==> src/rtl/ex_stage_alu.sv <==
// rtl/ex_stage_alu.sv - execute-stage ADD/SUB/pass-B ALU with NZCV flags and EX/MEM register
module ex_stage_alu #(
    parameter int WIDTH  = 64,
    parameter int REG_AW = 5
) (
    input  logic              clk,
    input  logic              reset_n,
    input  logic              in_valid,
    input  logic [2:0]        alu_cntrl,
    input  logic [WIDTH-1:0]  a,
    input  logic [WIDTH-1:0]  b,
    input  logic              set_flags,
    input  logic [REG_AW-1:0] rd_in,
    input  logic              wr_en_in,
    input  logic              stall,
    input  logic              flush,
    output logic              out_valid,
    output logic [WIDTH-1:0]  result,
    output logic              zero,
    output logic [REG_AW-1:0] rd_out,
    output logic              wr_en_out,
    output logic [3:0]        nzcv,
    output logic              illegal
);
    localparam logic [2:0] OP_PASS  = 3'b000;
    localparam logic [2:0] OP_ADD   = 3'b010;
    localparam logic [2:0] OP_SUB   = 3'b011;
    localparam logic [2:0] OP_PASSZ = 3'b100;

    logic              is_pass, is_add, is_sub, is_legal, fire;
    logic [WIDTH-1:0]  op_b, alu_r;
    logic [WIDTH:0]    sum;
    logic              alu_c, alu_v, alu_z;

    logic              valid_q, valid_d;
    logic [WIDTH-1:0]  result_q, result_d;
    logic              zero_q, zero_d;
    logic [REG_AW-1:0] rd_q, rd_d;
    logic              wr_q, wr_d;
    logic [3:0]        nzcv_q, nzcv_d;
    logic              ill_q, ill_d;

    assign is_pass  = (alu_cntrl == OP_PASS) || (alu_cntrl == OP_PASSZ);
    assign is_add   = (alu_cntrl == OP_ADD);
    assign is_sub   = (alu_cntrl == OP_SUB);
    assign is_legal = is_pass || is_add || is_sub;
    assign fire     = in_valid && !stall && !flush;

    // Subtraction reuses the adder as a + ~b + 1 so carry-out means "no borrow".
    assign op_b = is_sub ? ~b : b;
    assign sum  = {1'b0, a} + {1'b0, op_b} + {{WIDTH{1'b0}}, is_sub};

    always_comb begin
        alu_r = '0;
        alu_c = 1'b0;
        alu_v = 1'b0;
        if (is_pass) begin
            alu_r = b;
        end else if (is_add || is_sub) begin
            alu_r = sum[WIDTH-1:0];
            alu_c = sum[WIDTH];
            alu_v = (a[WIDTH-1] == op_b[WIDTH-1]) && (alu_r[WIDTH-1] != a[WIDTH-1]);
        end
    end

    assign alu_z = (alu_r == '0);

    always_comb begin
        valid_d  = valid_q;
        result_d = result_q;
        zero_d   = zero_q;
        rd_d     = rd_q;
        wr_d     = wr_q;
        ill_d    = ill_q;
        nzcv_d   = nzcv_q;
        if (flush) begin
            valid_d = 1'b0;
            wr_d    = 1'b0;
            ill_d   = 1'b0;
        end else if (!stall) begin
            if (in_valid) begin
                valid_d  = 1'b1;
                result_d = alu_r;
                zero_d   = alu_z;
                rd_d     = rd_in;
                wr_d     = wr_en_in && is_legal;
                ill_d    = !is_legal;
            end else begin
                valid_d = 1'b0;
                wr_d    = 1'b0;
                ill_d   = 1'b0;
            end
        end
        if (fire && set_flags && is_legal) begin
            nzcv_d = {alu_r[WIDTH-1], alu_z, alu_c, alu_v};
        end
    end

    always_ff @(posedge clk) begin
        if (!reset_n) begin
            valid_q  <= 1'b0;
            result_q <= '0;
            zero_q   <= 1'b1;
            rd_q     <= '0;
            wr_q     <= 1'b0;
            nzcv_q   <= 4'b0000;
            ill_q    <= 1'b0;
        end else begin
            valid_q  <= valid_d;
            result_q <= result_d;
            zero_q   <= zero_d;
            rd_q     <= rd_d;
            wr_q     <= wr_d;
            nzcv_q   <= nzcv_d;
            ill_q    <= ill_d;
        end
    end

    assign out_valid = valid_q;
    assign result    = result_q;
    assign zero      = zero_q;
    assign rd_out    = rd_q;
    assign wr_en_out = wr_q;
    assign nzcv      = nzcv_q;
    assign illegal   = ill_q;
endmodule

==> config.mk <==
export PLATFORM = sky130hd
export DESIGN_NAME = ex_stage_alu
export DESIGN_NICKNAME = d
export VERILOG_FILES = /design/src/rtl/ex_stage_alu.sv
export SDC_FILE = /design/constraint.sdc
export NUM_CORES = 1
export LEC_CHECK = 0
export BUFFER_PORTS_ARGS = -buffer_cell sky130_fd_sc_hd__buf_2
export CORE_MARGIN = 5
export CORE_UTILIZATION = 61
export DETAILED_ROUTE_END_ITERATION = 8
export PLACE_DENSITY_LB_ADDON = 0.1
export RECOVER_POWER = 25
export SYNTH_ARGS = -nofsm -noshare
export SYNTH_HDL_FRONTEND = slang
export SYNTH_SLANG_ARGS = --single-unit
==> constraint.sdc <==
create_clock -name clk -period 10.35 [get_ports clk]
set_input_delay 1.035 -clock clk [delete_from_list [all_inputs] [get_ports clk]]
set_output_delay 1.035 -clock clk [all_outputs]
set_load 0.01 [all_outputs]
==> results.cfg <==
[placed_design]
place.port_buffers = 219
routabilityCongestion = 1.18
dp.cells = 1683
hpwl_um = 31700

[yosys]
seq_area_frac_synth = 0.162
avgSynthCellArea_um2 = 7.14
syn-num-nets = 1552
ys_ff_latch = 77
yosys_warnings = 0
async_flop_share = 0
synth_ff_type = dfxtp_1
syn_inst = 1330
synth_cell_type_count = 85
synthesis.area_mm2 = 0.00950
synth_edf_count = 0

[setup_path]
required_ns = 10.62
max_stage_delay_ns = 0.81
crit_path_end_kind = register
worstPathCellList = buf_2, and3b_4, buf_4, xor2_1, ha_1, nand4_1, or4_1, a2111oi_1, nor3_1, o311ai_4, xor2_1, a22oi_1, nand3_1, or4_1, o31ai_2
crit_type = in -> reg
cp-start-kind = primary input
cp.arrival_ns = 6.79
path_buf_inv = 2
crit_slowest_cell = a2111oi_1
crit_family = simple AND/OR/NAND/NOR gates
worstPathMaxFanout = 35

[global_route]
grt.met2_usage = 0.661
grtUsageMet3 = 0.110
grt_pass1_wl_um = 60600
grt_util_met1 = 0.517
grt_pass1_vias = 10900
grt-ovfl-total = 0
antenna_found_initial = 0
top_usage_layer = met2
grt_usage = 0.420
grt_max_degree = 82

[layout]
layout_commonest_cell = buf_2
drive_gt1_frac = 0.156
final_nets = 1705
area_growth_syn_to_layout_pct = 13.9
mostFrequentLayoutCells = buf_2 (181), a21oi_1 (139), nand2_1 (128)
instances_no_fill = 1699
antennaDiodeCount = 0

[cts]
post-cts-setup-buffer-count = 0
cts_resized = 0
cts.sinks = 77
cts_tree = done
cts_buffers = 9
root_buffer = clkbuf_16
clock_latency_ns = 0.34
htreeDepth = 3
cts_hold_buffers = 0
clkTransAtPathRegs_ns = 0.07
clk_path_buf_depth = 2

[route]
vias_per_cell = 7.09
antenna_left = 0
wl_per_cell_um = 23.9
wirelength_um = 40500
dr_total_vias = 12000
drt_iter0_markers = 1859
drc = 17
drtPass1Iterations = 9

[power]
power.leakage_nw = 4.49
powerDensity_mw_per_mm2 = 121
peakVddDrop_v = 0.0000952

[sta]
worst_slew_pin_slew_ns = 1.08
slew_headroom = 0.281
post-route-period-util = 0.630
fin_skew_ns = 0
fmax_ghz = 0.153
drv_slew = 0
tns_ns = 0
setup_viol = 0
hold_violations = 0
finalCriticalPeriod_ns = 6.52
rsz0062_at_grt = false

[run_status]
violations = DRC
status = finished with violations

[floorplanning]
die_w_um = 135
rows = 45
die_h_um = 135
coreArea_mm2 = 0.0153
dieArea_mm2 = 0.0182
io_pins = 220
initial_core_util = 0.623

[worst_hold_path]
hp-class = reg -> reg

[run]
cap_viol_max_count = 0
-- path summary, 6_finish.rpt --
path	startpoint	to	slack, ns	cells after the start
hold / removal	rd_out[2]$_SDFFE_PN0P_	rd_out[2]$_SDFFE_PN0P_	0.46	2
hold reg to reg	rd_out[2]$_SDFFE_PN0P_	rd_out[2]$_SDFFE_PN0P_	0.46	2
setup / recovery	alu_cntrl[2]	nzcv[2]$_SDFFE_PN0P_	3.83	15
setup reg to reg	result[37]$_SDFFE_PN0P_	result[37]$_SDFFE_PN0P_	9.46	2
-- power breakdown --
| part | total (W) | leakage [nW] | internal (W) | switching, W |
|---|---|---|---|---|
| Sequential | 0.000319 | 0.629 | 0.000310 | 0.00000912 |
| Clock | 0.000311 | 0.135 | 0.000168 | 0.000143 |
| Combinational | 0.000677 | 3.72 | 0.000230 | 0.000447 |
| Total | 0.00131 | 4.49 | 0.000708 | 0.000599 |
-- cells in the mapped netlist (9+ instances only) --
cell | count | area, um2
nand2_1 | 128 | 480
clkbuf_1 | 55 | 206
nor3_1 | 54 | 270
o31ai_1 | 9 | 67.6
or3_1 | 11 | 68.8
ha_1 | 78 | 976
nand3_1 | 28 | 140
nor2_1 | 127 | 477
xor2_1 | 76 | 666
o21ai_0 | 69 | 345
nor4_1 | 14 | 87.6
and3_1 | 12 | 75.1
nor2b_1 | 9 | 56.3
nand4_1 | 57 | 357
o21ai_1 | 26 | 130
xnor2_1 | 19 | 166
o211ai_1 | 11 | 82.6
dfxtp_1 | 77 | 1540
nand2b_1 | 10 | 62.6
and2_1 | 14 | 87.6
mux2i_1 | 10 | 100
a211oi_1 | 43 | 323
o21a_1 | 23 | 173
buf_1 | 11 | 41.3
buf_4 | 9 | 67.6
a221oi_1 | 11 | 96.3
inv_1 | 13 | 48.8
and4_1 | 13 | 114
a21oi_1 | 139 | 696
a22oi_1 | 16 | 120
a21o_1 | 21 | 158
-- final cells by class --
| type | count | area [um2] |
|---|---|---|
| clock buffers | 9 | 225 |
| well taps | 211 | 264 |
| multi-input cells | 1155 | 7570 |
| repair buffers | 226 | 1100 |
| fillers | 1327 | 4440 |
| flip-flops and latches | 77 | 1540 |
| inverters | 14 | 52.6 |
| clock inverters | 7 | 61.3 |
-- state kept, by name, summed over array words and instances (netlist names) --
signal	count
wr_en_out	1
out_valid	1
zero	1
illegal	1
nzcv	4
rd_out	5
result	64
-- stage by stage --
step	power (W)	setup WS (ns)	hold slack (ns)	cell area [um2]	util
after floorplan	0.000761	5.24	0.476	9500	-
after global placement	0.000962	3.94	0.436	10600	0.693
after detailed placement	0.000967	3.77	0.443	10600	0.693
after CTS	0.00128	4.09	0.452	10900	0.712
after global routing	0.00136	3.60	0.475	10800	0.709
final	0.00131	3.83	0.457	10800	0.709
-- per-layer routing --
metal,wire (um),vias to the layer above
met5,0,-
li1,-,5366
met3,5010,256
met1,14800,5465
met4,3110,0
met2,17600,956
-- worst min-delay path: stages (launching register included) --
cell	delay [ns]
dfxtp_1	0.31
nand2_1	0.05
a21oi_1	0.05
-- kinds of logic after synthesis --
| group | synth area share |
|---|---|
| AOI/OAI and AO/OA | 0.322 |
| xor gates and xnor gates | 0.0876 |
| adders and majority gates | 0.105 |
| buffers and inverters | 0.0439 |
| DFF | 0.162 |
| muxes | 0.0117 |
| and+or+nand+nor | 0.268 |
Note: power is estimated with default switching activity, not from simulation.
